## src/rtl/seq_addsub_pkg.sv

```systemverilog
// Shared types and helpers for the multi-cycle add/sub datapath.
package seq_addsub_pkg;

  typedef enum logic [1:0] {
    IDLE = 2'd0,
    RUN  = 2'd1,
    DONE = 2'd2
  } state_t;

  localparam logic OP_ADD = 1'b0;
  localparam logic OP_SUB = 1'b1;

  // Widest operand the saturation helper can describe.
  localparam int SAT_MAX_W = 64;

  // Most-negative (neg=1) or most-positive (neg=0) value of a width-bit signed word.
  function automatic logic [SAT_MAX_W-1:0] sat_value(input int width, input logic neg);
    logic [SAT_MAX_W-1:0] msb;
    msb = '0;
    msb[width-1] = 1'b1;
    return neg ? msb : (msb - SAT_MAX_W'(1));
  endfunction

endpackage

```

## src/rtl/seq_addsub_chunk_adder.sv

```systemverilog
// chunk_adder: CHUNK-bit combinational ripple adder built from full-adder cells.
// Also exposes the carry into its MSB so the top can detect signed overflow.
module seq_addsub_chunk_adder #(
  parameter int CHUNK = 4
) (
  input  logic [CHUNK-1:0] a,
  input  logic [CHUNK-1:0] b,
  input  logic             ci,
  output logic [CHUNK-1:0] s,
  output logic             co,
  output logic             c_msb
);

  logic [CHUNK:0] c;

  assign c[0] = ci;

  generate
    for (genvar gi = 0; gi < CHUNK; gi++) begin : g_fa
      assign s[gi]    = a[gi] ^ b[gi] ^ c[gi];
      assign c[gi+1]  = (a[gi] & b[gi]) | (c[gi] & (a[gi] ^ b[gi]));
    end
  endgenerate

  assign co    = c[CHUNK];
  assign c_msb = c[CHUNK-1];

endmodule

```

## src/rtl/seq_addsub.sv

```systemverilog
// Multi-cycle two's-complement adder/subtractor: CHUNK bits per clock with a
// registered inter-chunk carry, valid/ready on both sides, optional saturation.
module seq_addsub
  import seq_addsub_pkg::*;
#(
  parameter int WIDTH = 16,
  parameter int CHUNK = 4
) (
  input  logic             clk,
  input  logic             rst_n,
  input  logic             in_valid,
  output logic             in_ready,
  input  logic [WIDTH-1:0] x,
  input  logic [WIDTH-1:0] y,
  input  logic             sel,
  input  logic             sat_en,
  output logic             out_valid,
  input  logic             out_ready,
  output logic [WIDTH-1:0] sum,
  output logic             overflow,
  output logic             carry_out
);

  localparam int N     = (CHUNK > 0) ? (WIDTH / CHUNK) : 1;
  localparam int IDX_W = (N > 1) ? $clog2(N) : 1;

  generate
    if (WIDTH < 2 || CHUNK < 1 || (WIDTH % CHUNK) != 0 || WIDTH > SAT_MAX_W) begin : g_bad_params
      $error("seq_addsub: WIDTH must be >= 2 and an exact multiple of CHUNK >= 1");
    end
  endgenerate

  state_t             state_q, state_d;
  logic [IDX_W-1:0]   idx_q, idx_d;
  logic [WIDTH-1:0]   a_q, a_d;
  logic [WIDTH-1:0]   b_q, b_d;
  logic [WIDTH-1:0]   res_q, res_d;
  logic               carry_q, carry_d;
  logic               sat_q, sat_d;
  logic [WIDTH-1:0]   sum_q, sum_d;
  logic               ovf_q, ovf_d;
  logic               cout_q, cout_d;
  logic               out_valid_q, out_valid_d;

  logic [CHUNK-1:0]   chunk_a, chunk_b, chunk_s;
  logic               chunk_co, chunk_c_msb;
  logic               last_chunk;
  logic               raw_ovf;
  logic [WIDTH-1:0]   sat_word;

  // Operand chunk selected by the running index.
  always_comb begin
    chunk_a = '0;
    chunk_b = '0;
    for (int i = 0; i < N; i++) begin
      if (idx_q == IDX_W'(i)) begin
        chunk_a = a_q[i*CHUNK +: CHUNK];
        chunk_b = b_q[i*CHUNK +: CHUNK];
      end
    end
  end

  seq_addsub_chunk_adder #(.CHUNK(CHUNK)) u_chunk_adder (
    .a     (chunk_a),
    .b     (chunk_b),
    .ci    (carry_q),
    .s     (chunk_s),
    .co    (chunk_co),
    .c_msb (chunk_c_msb)
  );

  assign last_chunk = (idx_q == IDX_W'(N - 1));
  assign raw_ovf    = chunk_c_msb ^ chunk_co;
  // Saturation direction follows the sign of x, which a_q still holds unmodified.
  assign sat_word   = WIDTH'(sat_value(WIDTH, a_q[WIDTH-1]));

  always_comb begin
    state_d     = state_q;
    idx_d       = idx_q;
    a_d         = a_q;
    b_d         = b_q;
    res_d       = res_q;
    carry_d     = carry_q;
    sat_d       = sat_q;
    sum_d       = sum_q;
    ovf_d       = ovf_q;
    cout_d      = cout_q;
    out_valid_d = out_valid_q;

    case (state_q)
      IDLE: begin
        if (in_valid) begin
          a_d     = x;
          b_d     = (sel == OP_ADD) ? y : ~y;
          sat_d   = sat_en;
          carry_d = (sel == OP_SUB);
          idx_d   = '0;
          res_d   = '0;
          state_d = RUN;
        end
      end
      RUN: begin
        for (int i = 0; i < N; i++) begin
          if (idx_q == IDX_W'(i)) begin
            res_d[i*CHUNK +: CHUNK] = chunk_s;
          end
        end
        carry_d = chunk_co;
        idx_d   = idx_q + IDX_W'(1);
        if (last_chunk) begin
          ovf_d       = raw_ovf;
          cout_d      = chunk_co;
          sum_d       = (raw_ovf && sat_q) ? sat_word : res_d;
          out_valid_d = 1'b1;
          state_d     = DONE;
        end
      end
      DONE: begin
        if (out_ready) begin
          out_valid_d = 1'b0;
          state_d     = IDLE;
        end
      end
      default: state_d = IDLE;
    endcase
  end

  always_ff @(posedge clk or negedge rst_n) begin
    if (!rst_n) begin
      state_q     <= IDLE;
      idx_q       <= '0;
      a_q         <= '0;
      b_q         <= '0;
      res_q       <= '0;
      carry_q     <= 1'b0;
      sat_q       <= 1'b0;
      sum_q       <= '0;
      ovf_q       <= 1'b0;
      cout_q      <= 1'b0;
      out_valid_q <= 1'b0;
    end else begin
      state_q     <= state_d;
      idx_q       <= idx_d;
      a_q         <= a_d;
      b_q         <= b_d;
      res_q       <= res_d;
      carry_q     <= carry_d;
      sat_q       <= sat_d;
      sum_q       <= sum_d;
      ovf_q       <= ovf_d;
      cout_q      <= cout_d;
      out_valid_q <= out_valid_d;
    end
  end

  assign in_ready  = (state_q == IDLE);
  assign out_valid = out_valid_q;
  assign sum       = sum_q;
  assign overflow  = ovf_q;
  assign carry_out = cout_q;

endmodule

```

## config.mk

```make
export PLATFORM = sky130hd
export DESIGN_NAME = seq_addsub
export DESIGN_NICKNAME = d
export VERILOG_FILES = /design/src/rtl/seq_addsub_pkg.sv /design/src/rtl/seq_addsub_chunk_adder.sv /design/src/rtl/seq_addsub.sv
export SDC_FILE = /design/constraint.sdc
export NUM_CORES = 1
export LEC_CHECK = 0
export CAP_MARGIN = 25
export CORE_UTILIZATION = 57
export DETAILED_ROUTE_END_ITERATION = 8
export PLACE_DENSITY = 0.85
export SYNTH_ARGS = -nofsm -noshare
export SYNTH_HDL_FRONTEND = slang
export SYNTH_SLANG_ARGS = --single-unit
```

## constraint.sdc

```tcl
create_clock -name clk -period 9.4 [get_ports clk]
set_clock_uncertainty 0.15 [all_clocks]
set_input_delay 0.94 -clock clk [delete_from_list [all_inputs] [get_ports clk]]
set_output_delay 0.94 -clock clk [all_outputs]
set_load 0.005 [all_outputs]
```

# After elaboration in Yosys (flattened, before gate mapping)
# Cells that the tools add are included.
[op_classes] n_bitwise=22 div_mod_pow=0 order_cmp=0 eq_ne=8 n_shift=0 n_addsub=1 mul=0 reduce_logical=10 muxes=28
[op_table] op="16-bit 2-to-1 mux" n=4
[op_table] op="4-bit 2-to-1 mux" n=12
[op_table] op="16-bit case mux with 2 select lines" n=1
[op_table] op="16-bit inverter" n=1
[op_table] op="1-bit bitwise XOR" n=9
[op_table] op="1-bit bitwise AND" n=8
[op_table] op="2-bit 2-to-1 mux" n=4
[op_table] op="2-bit equality test (second input constant)" n=3
[op_table] op="2-bit inequality test (second input constant)" n=3
[op_table] op="2-bit case mux with 3 select lines" n=1
[op_table] op="2-bit AND reduction" n=3
[op_table] op="3-bit AND reduction" n=2
[op_table] op="2-bit by 1-bit equality test with 1-bit output (second input constant)" n=2
[op_table] op="2-bit zero test" n=2
[op_table] op="1-bit OR" n=4
[op_table] op="1-bit case mux with 2 select lines" n=2
[op_table] op="2-bit case mux with 2 select lines" n=1
[op_table] op="2-bit nonzero test" n=2
[op_table] op="1-bit 2-to-1 mux" n=3
[op_table] op="2-bit by 1-bit adder with 2-bit output (second input constant)" n=1
[op_table] op="1-bit logical AND" n=1
[totals] latchBits=0 word_cells=80 in_bits=38 mem_bits_ro=0 n_memories=0 register_bits=73 mem_bits_rw=0

# Logic depth before layout (Yosys ltp)
# Gate-level depths: netlist of run 1.
[logic_depth] word_depth=17 ltp_mapped=15 mapped_depth_nobuf=12

# Hierarchy
# A second synthesis of run 1 with hierarchy kept.
[hier_totals] hier_cells=321 hier_area_um2=3539.6
[by_module_without_submodules] mod="seq_addsub" n_inst=1 cells_per_inst=309 area_per_inst_um2=3429.5
[by_module_without_submodules] mod="seq_addsub_chunk_adder" n_inst=1 cells_per_inst=12 area_per_inst_um2=110.1

# Worst setup path before layout of run 1
# No wires, ideal clock.
[synth_path] path_kind="reg2reg" start="reg idx_q[0]" end="reg sum_q[15], in the netlist sum[15]" path_buffers=3 slack_ps=5305 arrival_time_ps=3824 synth_period_minus_slack_ps=4095 stages_incl_launch_ff=16 required_time_ps=9129 setup_time_ps=121 path_cell_list="dfrtp_1 inv_1 ha_1 buf_2 nor2b_1 buf_2 a221oi_1 o31ai_1 fa_1 fa_1 fa_1 fa_1 xnor2_1 o21ai_2 buf_6 o22a_1"
[synth_between] elab_chain_len=17
[synth_rtl] element="from (decl)" line="seq_addsub.sv:34" source="logic [IDX_W-1:0] idx_q, idx_d;"
[synth_rtl] element="from (signal assigned)" line="seq_addsub.sv:143" source="idx_q <= idx_d;"
[synth_rtl] element="2-bit zero test" line="seq_addsub.sv:56" source="if (idx_q == IDX_W'(i)) begin"
[synth_rtl] element="4-bit 2-to-1 mux (4 in series)" line="seq_addsub.sv:56"
[synth_rtl] element="1-bit bitwise XOR" line="seq_addsub_chunk_adder.sv:21" source="assign c[gi+1] = (a[gi] & b[gi]) | (c[gi] & (a[gi] ^ b[gi]));"
[synth_rtl] element="1-bit bitwise AND" line="seq_addsub_chunk_adder.sv:21"
[synth_rtl] element="1-bit OR" line="seq_addsub_chunk_adder.sv:21"
[synth_rtl] element="1-bit bitwise AND" line="seq_addsub_chunk_adder.sv:21"
[synth_rtl] element="1-bit OR" line="seq_addsub_chunk_adder.sv:21"
[synth_rtl] element="1-bit bitwise AND" line="seq_addsub_chunk_adder.sv:21"
[synth_rtl] element="1-bit OR" line="seq_addsub_chunk_adder.sv:21"
[synth_rtl] element="1-bit bitwise AND" line="seq_addsub_chunk_adder.sv:21"
[synth_rtl] element="1-bit OR *" line="seq_addsub_chunk_adder.sv:21"
[synth_rtl] element="named net chunk_co" line="seq_addsub.sv:46" source="logic chunk_co, chunk_c_msb;"
[synth_rtl] element="1-bit bitwise XOR *" line="seq_addsub.sv:73" source="assign raw_ovf = chunk_c_msb ^ chunk_co;"
[synth_rtl] element="1-bit logical AND *" line="seq_addsub.sv:113" source="sum_d = (raw_ovf && sat_q) ? sat_word : res_d;"
[synth_rtl] element="16-bit 2-to-1 mux *" line="seq_addsub.sv:113"
[synth_rtl] element="to (signal assigned)" line="seq_addsub.sv:149" source="sum_q <= sum_d;"
[synth_rtl] element="to (decl)" line="seq_addsub.sv:40" source="logic [WIDTH-1:0] sum_q, sum_d;"
# Mark *: on every way through the listed nets, which the timed path passes. The rest lies on a longest branch.
# A chain may end at the register's enable or synchronous reset.

# Worst setup path after layout of run 1
[layout_path] start="reg idx_q[1]" end="reg sum_q[15], in the netlist sum[15]"
# The elaborated chain is that of the path after synthesis.

==> qor.csv, run 1 <==
metric,value,unit
outcome,completed,
cts_resized,0,
nNetsFinal,412,
finalHoldViolCount,0,
grt_pass1_vias,2438,
htreeDepth,3,
path_delay_family,adder cells,
worstPathRequired,9480,ps
crit_buf_inv,1,
switching_power,0.000746,W
num_antenna_cells,0,
synth_top_area_share,50.8,%
grt_pass1_wl,11500,µm
syn_inst,322,
finalCritPeriodShare,52.8,%
io_pins,58,
wl_per_cell,15.6,µm
cpPeakStageDelay,670,ps
fin_setup_tns,0,ps
core-area,5640,µm²
final_area,4080,µm²
cts_setup_buffers,0,
drive_above_1_share,7.30,%
drt_iter0_drc,168,
yosysTopAreaCell,dfrtp_1,
crit_path_start_kind,flip-flop,
worst_pin_slew,1000,ps
rows,27,
place_congestion,0.818,
critPathArrivalTime,5040,ps
timing.fmax,0.201,GHz
synth_area_leaders,"dfrtp_1 51%, nand2_1 4.6%, xnor2_1 4.4%",
grt-ovfl-total,0,
critPathMaxFanout,14,
cts_buffers,9,
die_x,79.2,µm
cts-root-buf,clkbuf_8,
peakVddDrop,0.300,mV
avgSynthCellArea,10.6,µm²
clk_latency,340,ps
die_h,79.2,µm
seqPwrFrac,31.3,%
endpoint_kind,flip-flop,
fillers,398,
synth_cell_types,33,
cts_hold_buf,0,
setup_viol,0,
ant_nets,0,
drv_slew,0,
vias,2519,
drt_wl_total,6910,µm
antenna_found_initial,0,
clock_path_buffers,2,
crit_top_cell,fa_1,
holdWs,331,ps
syn2layout_area_growth,20.0,%
sw_frac_of_total,43.3,%
cp_cell_sequence,inv_1 -> ha_1 -> nor2b_1 -> a221oi_1 -> o31ai_1 -> fa_1 -> fa_1 -> fa_1 -> fa_1 -> xor2_1 -> a21boi_0 -> o22a_1,
max-cap-violations,0,
placed_area,3920,µm²
final_cell_mix,"69 x dfrtp_1, 56 x clkdlybuf4s50_1, 42 x nand2_1, 21 x nor2_1, 19 x a21oi_1",
grt_max_degree,70,
cts_tree,done,
syn_nets,368,
layout.area.seq,1730,µm²
dp_hpwl,4870,µm
leakage,1.67,nW
power_frac_clock,11.9,%
dr.pass1.iters,4,
routed_via_density,5.70,
power.density,422,nW/µm²
mostFrequentLayoutCell,dfrtp_1,
min_period,4960,ps
ys_ff_latch,69,
relSlewSlack,33.3,%
internal_power,0.000977,W
start_util,60.3,%
port_buffers,57,
drc,0,
crit_type,flip-flop to flip-flop,
clkSinkCount,69,
synth_warnings,0,
ys_seq_area_share,50.8,%
synthesis.area,3400,µm²
clk_pin_slew,70,ps
fp.dieArea,6280,µm²
cp_slowest_cell,xor2_1,
grtUsageTotal,24.2,%
power_frac_comb,56.8,%
multi_input_area,1500,µm²
hp-class,flip-flop to flip-flop,
rsz0062_at_grt,false,
-- synth_stat cells --
| master | count |
|---|---|
| or3_1 | 1 |
| nor2b_1 | 10 |
| o21bai_1 | 1 |
| a221oi_1 | 8 |
| mux2i_1 | 12 |
| nor2_1 | 21 |
| inv_1 | 6 |
| nand3b_1 | 1 |
| nand2_1 | 42 |
| o31ai_1 | 9 |
| a31oi_1 | 2 |
| o22a_1 | 1 |
| clkbuf_4 | 1 |
| a21oi_1 | 19 |
| o21ai_2 | 1 |
| fa_1 | 4 |
| mux2_2 | 11 |
| a21boi_0 | 13 |
| clkbuf_1 | 5 |
| mux2_1 | 5 |
| buf_2 | 12 |
| buf_6 | 3 |
| xor2_1 | 1 |
| dfrtp_1 | 69 |
| and3b_1 | 1 |
| nand2b_1 | 2 |
| o21ai_0 | 7 |
| ha_1 | 4 |
| xnor2_1 | 17 |
| o21ai_1 | 11 |
| buf_4 | 5 |
| o22ai_1 | 16 |
| nor3b_2 | 1 |
-- worst paths after layout --
check | startpoint | end | slack [ps] | cells after the start
hold / removal | sum[2] | sum[2] | 330 | 2
setup reg to reg | idx_q[1] | sum[15] | 4440 | 12
min in group asynchronous | rst_n | sum[12] | 630 | 2
max in group asynchronous | rst_n | idx_q[1] | 7890 | 2
hold reg to reg | sum[2] | sum[2] | 330 | 2
setup / recovery | idx_q[1] | sum[15] | 4440 | 12
-- state kept, by name (all words and copies together), names as in the netlist --
name,count
sat_q,1
out_valid,1
a_q,16
sum,16
idx_q,2
b_q,16
carry_out,1
overflow,1
state_q,2
res_q,12
carry_q,1
-- per-stage QoR --
stage / total power [W] / setup slack [ps] / util [%] / std cells
6_report: 0.00172 / 4440 / 72.3 / 442
5_1_grt: 0.00185 / 4090 / 72.3 / 442
4_1_cts: 0.00172 / 4490 / 72.3 / 442
3_5_place_dp: 0.00151 / 4500 / 69.5 / 427
3_3_place_gp: 0.00147 / 4810 / 69.5 / 427
2_1_floorplan: 0.00125 / 5300 / - / 322
-- worst reg2reg max path: stages, from the launching register on --
cell and delay (ps):
dfrtp_1 420, inv_1 100, ha_1 510, nor2b_1 280, a221oi_1 360, o31ai_1 140, fa_1 440, fa_1 400
fa_1 470, fa_1 510, xor2_1 670, a21boi_0 210, o22a_1 210
-- per-layer routing --
metal | wire (µm) | GRT usage, % | vias up
li1 | - | - | 1210
met1 | 3080 | 31.8 | 1207
met2 | 3410 | 38.4 | 86
met3 | 289 | 4.48 | 16
met4 | 127 | 11.8 | 0
met5 | 0 | 0 | -
-- area by class of cell --
cell class | instances | share of cell area [%]
flip-flops and latches | 69 | 42.3
multi-input cells | 221 | 36.7
repair buffers | 59 | 14.2
clock buffers | 14 | 3.74
well taps | 72 | 2.21
inverters | 6 | 0.552
clock inverters | 1 | 0.184
-- cells by family after synthesis --
| kind of cell | Yosys count | synth area share, % |
|---|---|---|
| buffers and inverters | 32 | 5.30 |
| adders and majority gates | 8 | 3.83 |
| muxes | 28 | 8.83 |
| AOI/OAI and AO/OA | 88 | 16.4 |
| DFF | 69 | 50.8 |
| and+or+nand+nor | 79 | 10.2 |
| xor gates and xnor gates | 18 | 4.64 |
-- power groups by stage --
stage / combinational (W) / clock, W / sequential, W
after detailed placement: 0.000972 / 0 / 0.000543
after global routing: 0.00108 / 0.000220 / 0.000554
final: 0.000979 / 0.000204 / 0.000539
after global placement: 0.000937 / 0 / 0.000535
after floorplan: 0.000739 / 0 / 0.000506
after CTS: 0.000976 / 0.000207 / 0.000537
No activity file was read; power rests on OpenSTA's default activity.
==> run 2: changes to the inputs <==
- CORE_UTILIZATION: 57 -> 53
- PLACE_DENSITY: 0.85 -> 0.8
- clock period: 9.4 -> 4.8 ns (I/O delays scaled with it)
==> run 2 against run 1 <==
Net effect: highest routed layer unchanged; flip-flop and latch count unchanged; combinational power is 110% higher; sequential power is 95% higher; clock power rose by 130%; non-clock buffer count grew 4; register-to-register slack got worse by 4100 ps; clock-buffer cell count shrank 3; critical path depth unchanged; wire length down 0.27%; utilization decreased by 3.8 points.
==> qor.csv, run 2 (synthesis gave the netlist of run 1 again) <==
metric,value,unit
cts_hold_buf,0,
crit_top_cell,fa_1,
grtUsageTotal,23.2,%
peakVddDrop,0.458,mV
core-area,6060,µm²
finalHoldViolCount,0,
worst_pin_slew,981,ps
top_layer,met4,
outcome,completed,
min_period,4460,ps
io_pins,58,
cts_resized,0,
drt_iter0_drc,103,
clk_latency,340,ps
start_util,56.1,%
grt_max_degree,70,
clk_pin_slew,80,ps
fillers,486,
wl_met2,3320,µm
rsz0062_at_grt,false,
cp_cell_sequence,inv_1 -> ha_1 -> nor2b_1 -> a221oi_1 -> o31ai_1 -> fa_1 -> fa_1 -> fa_1 -> fa_1 -> xnor2_1 -> o21ai_2 -> o21ai_0,
cts_setup_buffers,0,
rows,28,
cts-root-buf,clkbuf_8,
drt-met1-wl,3150,µm
cts_buffers,9,
final_cell_mix,"69 x dfrtp_1, 56 x clkdlybuf4s50_1, 42 x nand2_1, 21 x nor2_1, 19 x a21oi_1",
drc,0,
antenna_found_initial,0,
cts_tree,done,
clock_path_buffers,2,
place_congestion,0.799,
grt_pass1_vias,2432,
multi_input_area,1500,µm²
setup_viol,0,
syn2layout_area_growth,22.1,%
cp_slowest_cell,fa_1,
wl_per_cell,15.4,µm
drt_wl_total,6890,µm
critPathMaxFanout,14,
drv_slew,0,
ant_nets,0,
fin_setup_tns,0,ps
max-cap-violations,0,
dp_hpwl,4960,µm
crit_type,flip-flop to flip-flop,
endpoint_kind,flip-flop,
crit_path_start_kind,flip-flop,
num_antenna_cells,0,
worstPathRequired,4860,ps
drive_above_1_share,9.36,%
mostFrequentLayoutCell,dfrtp_1,
timing.fmax,0.224,GHz
cpPeakStageDelay,490,ps
nNetsFinal,416,
vias,2471,
htreeDepth,3,
finalPower,0.00355,W
wl_met3,245,µm
relSlewSlack,34.6,%
fp.dieArea,6740,µm²
grt_pass1_wl,11500,µm
die_x,82.1,µm
dr.pass1.iters,4,
leakage,1.71,nW
routed_via_density,5.50,
critPathArrivalTime,4520,ps
clkSinkCount,69,
hp-class,input pin to async pin,
finalCritPeriodShare,92.9,%
power.density,855,nW/µm²
layout.area.seq,1730,µm²
die_h,82.1,µm
port_buffers,57,
grt-ovfl-total,0,
-- run 2: cell type report --
cell class                      instances  area share [%]
Sequential cell                        69            41.6
Multi-Input combinational cell        221            36.1
Timing Repair Buffer                   63            14.7
Clock buffer                           11            3.65
Tap cell                               75            2.26
Clock inverter                          4            1.15
Inverter                                6           0.542
-- run 2: metal layers --
| metal | up-vias | GRT usage, % |
|---|---|---|
| li1 | 1210 | - |
| met2 | 65 | 36.4 |
| met4 | 0 | 11.4 |
| met3 | 16 | 4.95 |
| met5 | - | 0 |
| met1 | 1180 | 30.3 |
-- run 2: stage by stage --
step                      hold WS, ps  utilization (%)  instances  instance area, µm²  setup slack, ps
final                             159             68.5        449                4150              339
after global routing              250             68.5        449                4150              124
after detailed placement          325             65.2        434                3950              343
after global placement            311             65.2        434                3950              511
after CTS                         194             68.5        449                4150              340
after floorplan                  34.4                -        322                3400              705
-- run 2: critical path: cells and delay by family, from the launching register on --
kind	cells	cell delay (ps)
buffers and inverters	1	80
AOI/OAI and AO/OA	4	1120
xor gates and xnor gates	1	240
DFF	1	410
adders and majority gates	5	2070
and+or+nand+nor	1	260
-- run 2: final timing paths --
check                         start       to  slack, ps  cells past startpoint
hold reg to reg              sum[3]   sum[3]        330                      2
min in group clk             sum[3]   sum[3]        330                      2
setup / recovery           idx_q[0]   sum[0]        340                     12
hold / removal                rst_n  sum[11]        160                      2
setup reg to reg           idx_q[0]   sum[0]        340                     12
max in group asynchronous     rst_n  a_q[12]       3770                      2
-- run 2: where the power goes --
group / total, W / internal [W] / switching (W) / leakage [nW]
clock: 0.000478 / 0.000264 / 0.000214 / 0.101
combinational: 0.00202 / 0.000909 / 0.00111 / 0.782
sequential: 0.00105 / 0.000858 / 0.000196 / 0.831
==> run 3: changes to the inputs <==
- CORE_UTILIZATION: 53 -> 57
- PLACE_DENSITY: 0.8 -> 0.85
- clock period: 4.8 -> 5.44 ns (I/O delays scaled with it)
==> run 3 against run 2 <==
Net effect: clock power fell by 2%; wire length fell by 0.33%; cell count fell by 1.3%; global-route usage rose by 1.4 points; utilization rose by 5.0 points; non-clock buffer count fell by 4; critical path depth did not move; worst setup slack improved by 140 ps; sequential share of layout area rose by 0.075 points; flip-flop and latch count did not move; die area fell by 6.9%; first-iteration DRC count rose by 40%.
==> qor.csv, run 3 (synthesis gave the netlist of run 1 again) <==
metric,value,unit
cts_buffers,9,
switching_power,0.00131,W
mostFrequentLayoutCell,dfrtp_1,
dr.pass1.iters,4,
die_x,79.2,µm
cts-root-buf,clkbuf_8,
r2r-start,idx_q[1],
antenna_found_initial,0,
cts_setup_buffers,0,
placedCellCount,427,
placed_area,3920,µm²
htreeDepth,3,
drc,0,
critPathMaxFanout,14,
num_antenna_cells,0,
grt-ovfl-total,0,
setup_viol,0,
crit_buf_inv,1,
worst_pin_slew,995,ps
drv_slew,0,
critPathArrivalTime,5050,ps
drive_above_1_share,8.36,%
grt_pass1_vias,2477,
hp-class,input pin to async pin,
internal_power,0.00179,W
place_congestion,0.811,
layout.area.seq,1730,µm²
grt_pass1_wl,11600,µm
clock_path_buffers,2,
io_pins,58,
drt_iter0_drc,144,
cp_slowest_cell,xor2_1,
worstPathRequired,5530,ps
fillers,377,
cts_resized,0,
seqPwrFrac,29.9,%
path_delay_family,adder cells,
clk_latency,340,ps
cts_hold_buf,0,
leakage,1.71,nW
relSlewSlack,33.7,%
port_buffers,57,
final_area,4140,µm²
dp_hpwl,4660,µm
holdWs,226,ps
crit_path_start_kind,flip-flop,
finalHoldViolCount,0,
grt_most_used_layer,met2,
min_period,4960,ps
nNetsFinal,412,
outcome,completed,
drt_wl_total,6870,µm
power.density,749,nW/µm²
ant_nets,0,
postLayoutCoreUtil,73.5,%
grt_max_degree,70,
vias,2507,
power_frac_comb,55.0,%
gr-usage-met3,5.17,%
power_frac_clock,15.1,%
die_h,79.2,µm
grtUsageMet1,30.5,%
multi_input_area,1500,µm²
cp-startpoint,idx_q[1],
grtUsageMet2,40.3,%
sw_frac_of_total,42.3,%
cts_tree,done,
wl_per_cell,15.5,µm
grtUsageTotal,24.6,%
rows,27,
fp.dieArea,6280,µm²
timing.fmax,0.202,GHz
routed_via_density,5.66,
fin_setup_tns,0,ps
finalCritPeriodShare,91.2,%
endpoint_kind,flip-flop,
clk_pin_slew,70,ps
peakVddDrop,0.399,mV
clkSinkCount,69,
stdcell_count,443,
start_util,60.3,%
max-cap-violations,0,
crit_type,flip-flop to flip-flop,
cp_cell_sequence,inv_1 -> ha_1 -> nor2b_1 -> a221oi_1 -> o31ai_1 -> fa_1 -> fa_1 -> fa_1 -> fa_1 -> xor2_1 -> a21boi_0 -> o21ai_0,
cpPeakStageDelay,630,ps
final_cell_mix,"69 x dfrtp_1, 56 x clkdlybuf4s50_1, 42 x nand2_1, 21 x nor2_1, 19 x a21oi_1",
core-area,5640,µm²
crit_top_cell,fa_1,
rsz0062_at_grt,false,
syn2layout_area_growth,21.9,%
==> run 3: cell types whose count changed in the layout (fill, tap and decap cells not counted), sizes merged <==
cell / delta
clkinvlp: -1
buf: -4
clkbuf: +1
bufinv: +1
==> run 3: metal layers <==
layer	vias up	routed length, µm
li1	1209	-
met1	1209	2940
met2	72	3480
met3	17	278
met4	0	172
met5	-	0
==> run 3: path summary, 6_finish.rpt <==
| check | endpoint | slack (ps) | cells after the start |
|---|---|---|---|
| min in group clk | sum[11] | 330 | 2 |
| worst min-delay path | sum[8] | 230 | 2 |
| max in group asynchronous | carry_q | 4330 | 2 |
| worst max-delay path | sum[0] | 480 | 12 |
| worst min register to register | sum[11] | 330 | 2 |
| worst max register to register | sum[0] | 480 | 12 |
==> run 3: stage by stage <==
| stage | total power [W] | setup slack [ps] |
|---|---|---|
| after floorplan | 0.00215 | 1340 |
| after global placement | 0.00254 | 860 |
| after detailed placement | 0.00261 | 561 |
| after CTS | 0.00311 | 495 |
| after global routing | 0.00335 | 115 |
| final | 0.00310 | 480 |
==> run 3: area by class of cell <==
| type | instances | area share, % |
|---|---|---|
| Tap cell | 72 | 2.17 |
| Inverter | 6 | 0.543 |
| Clock inverter | 4 | 1.69 |
| Timing Repair Buffer | 59 | 14.0 |
| Sequential cell | 69 | 41.7 |
| Multi-Input combinational cell | 221 | 36.2 |
| Clock buffer | 12 | 3.74 |
==> run 3: power by group through the flow <==
stage                     Combinational [W]  Clock (W)  Sequential, W
after floorplan                     0.00128          0       0.000875
after CTS                           0.00171   0.000474       0.000929
after global placement              0.00162          0       0.000925
after global routing                0.00189   0.000496       0.000959
after detailed placement            0.00168          0       0.000935
final                               0.00171   0.000467       0.000928
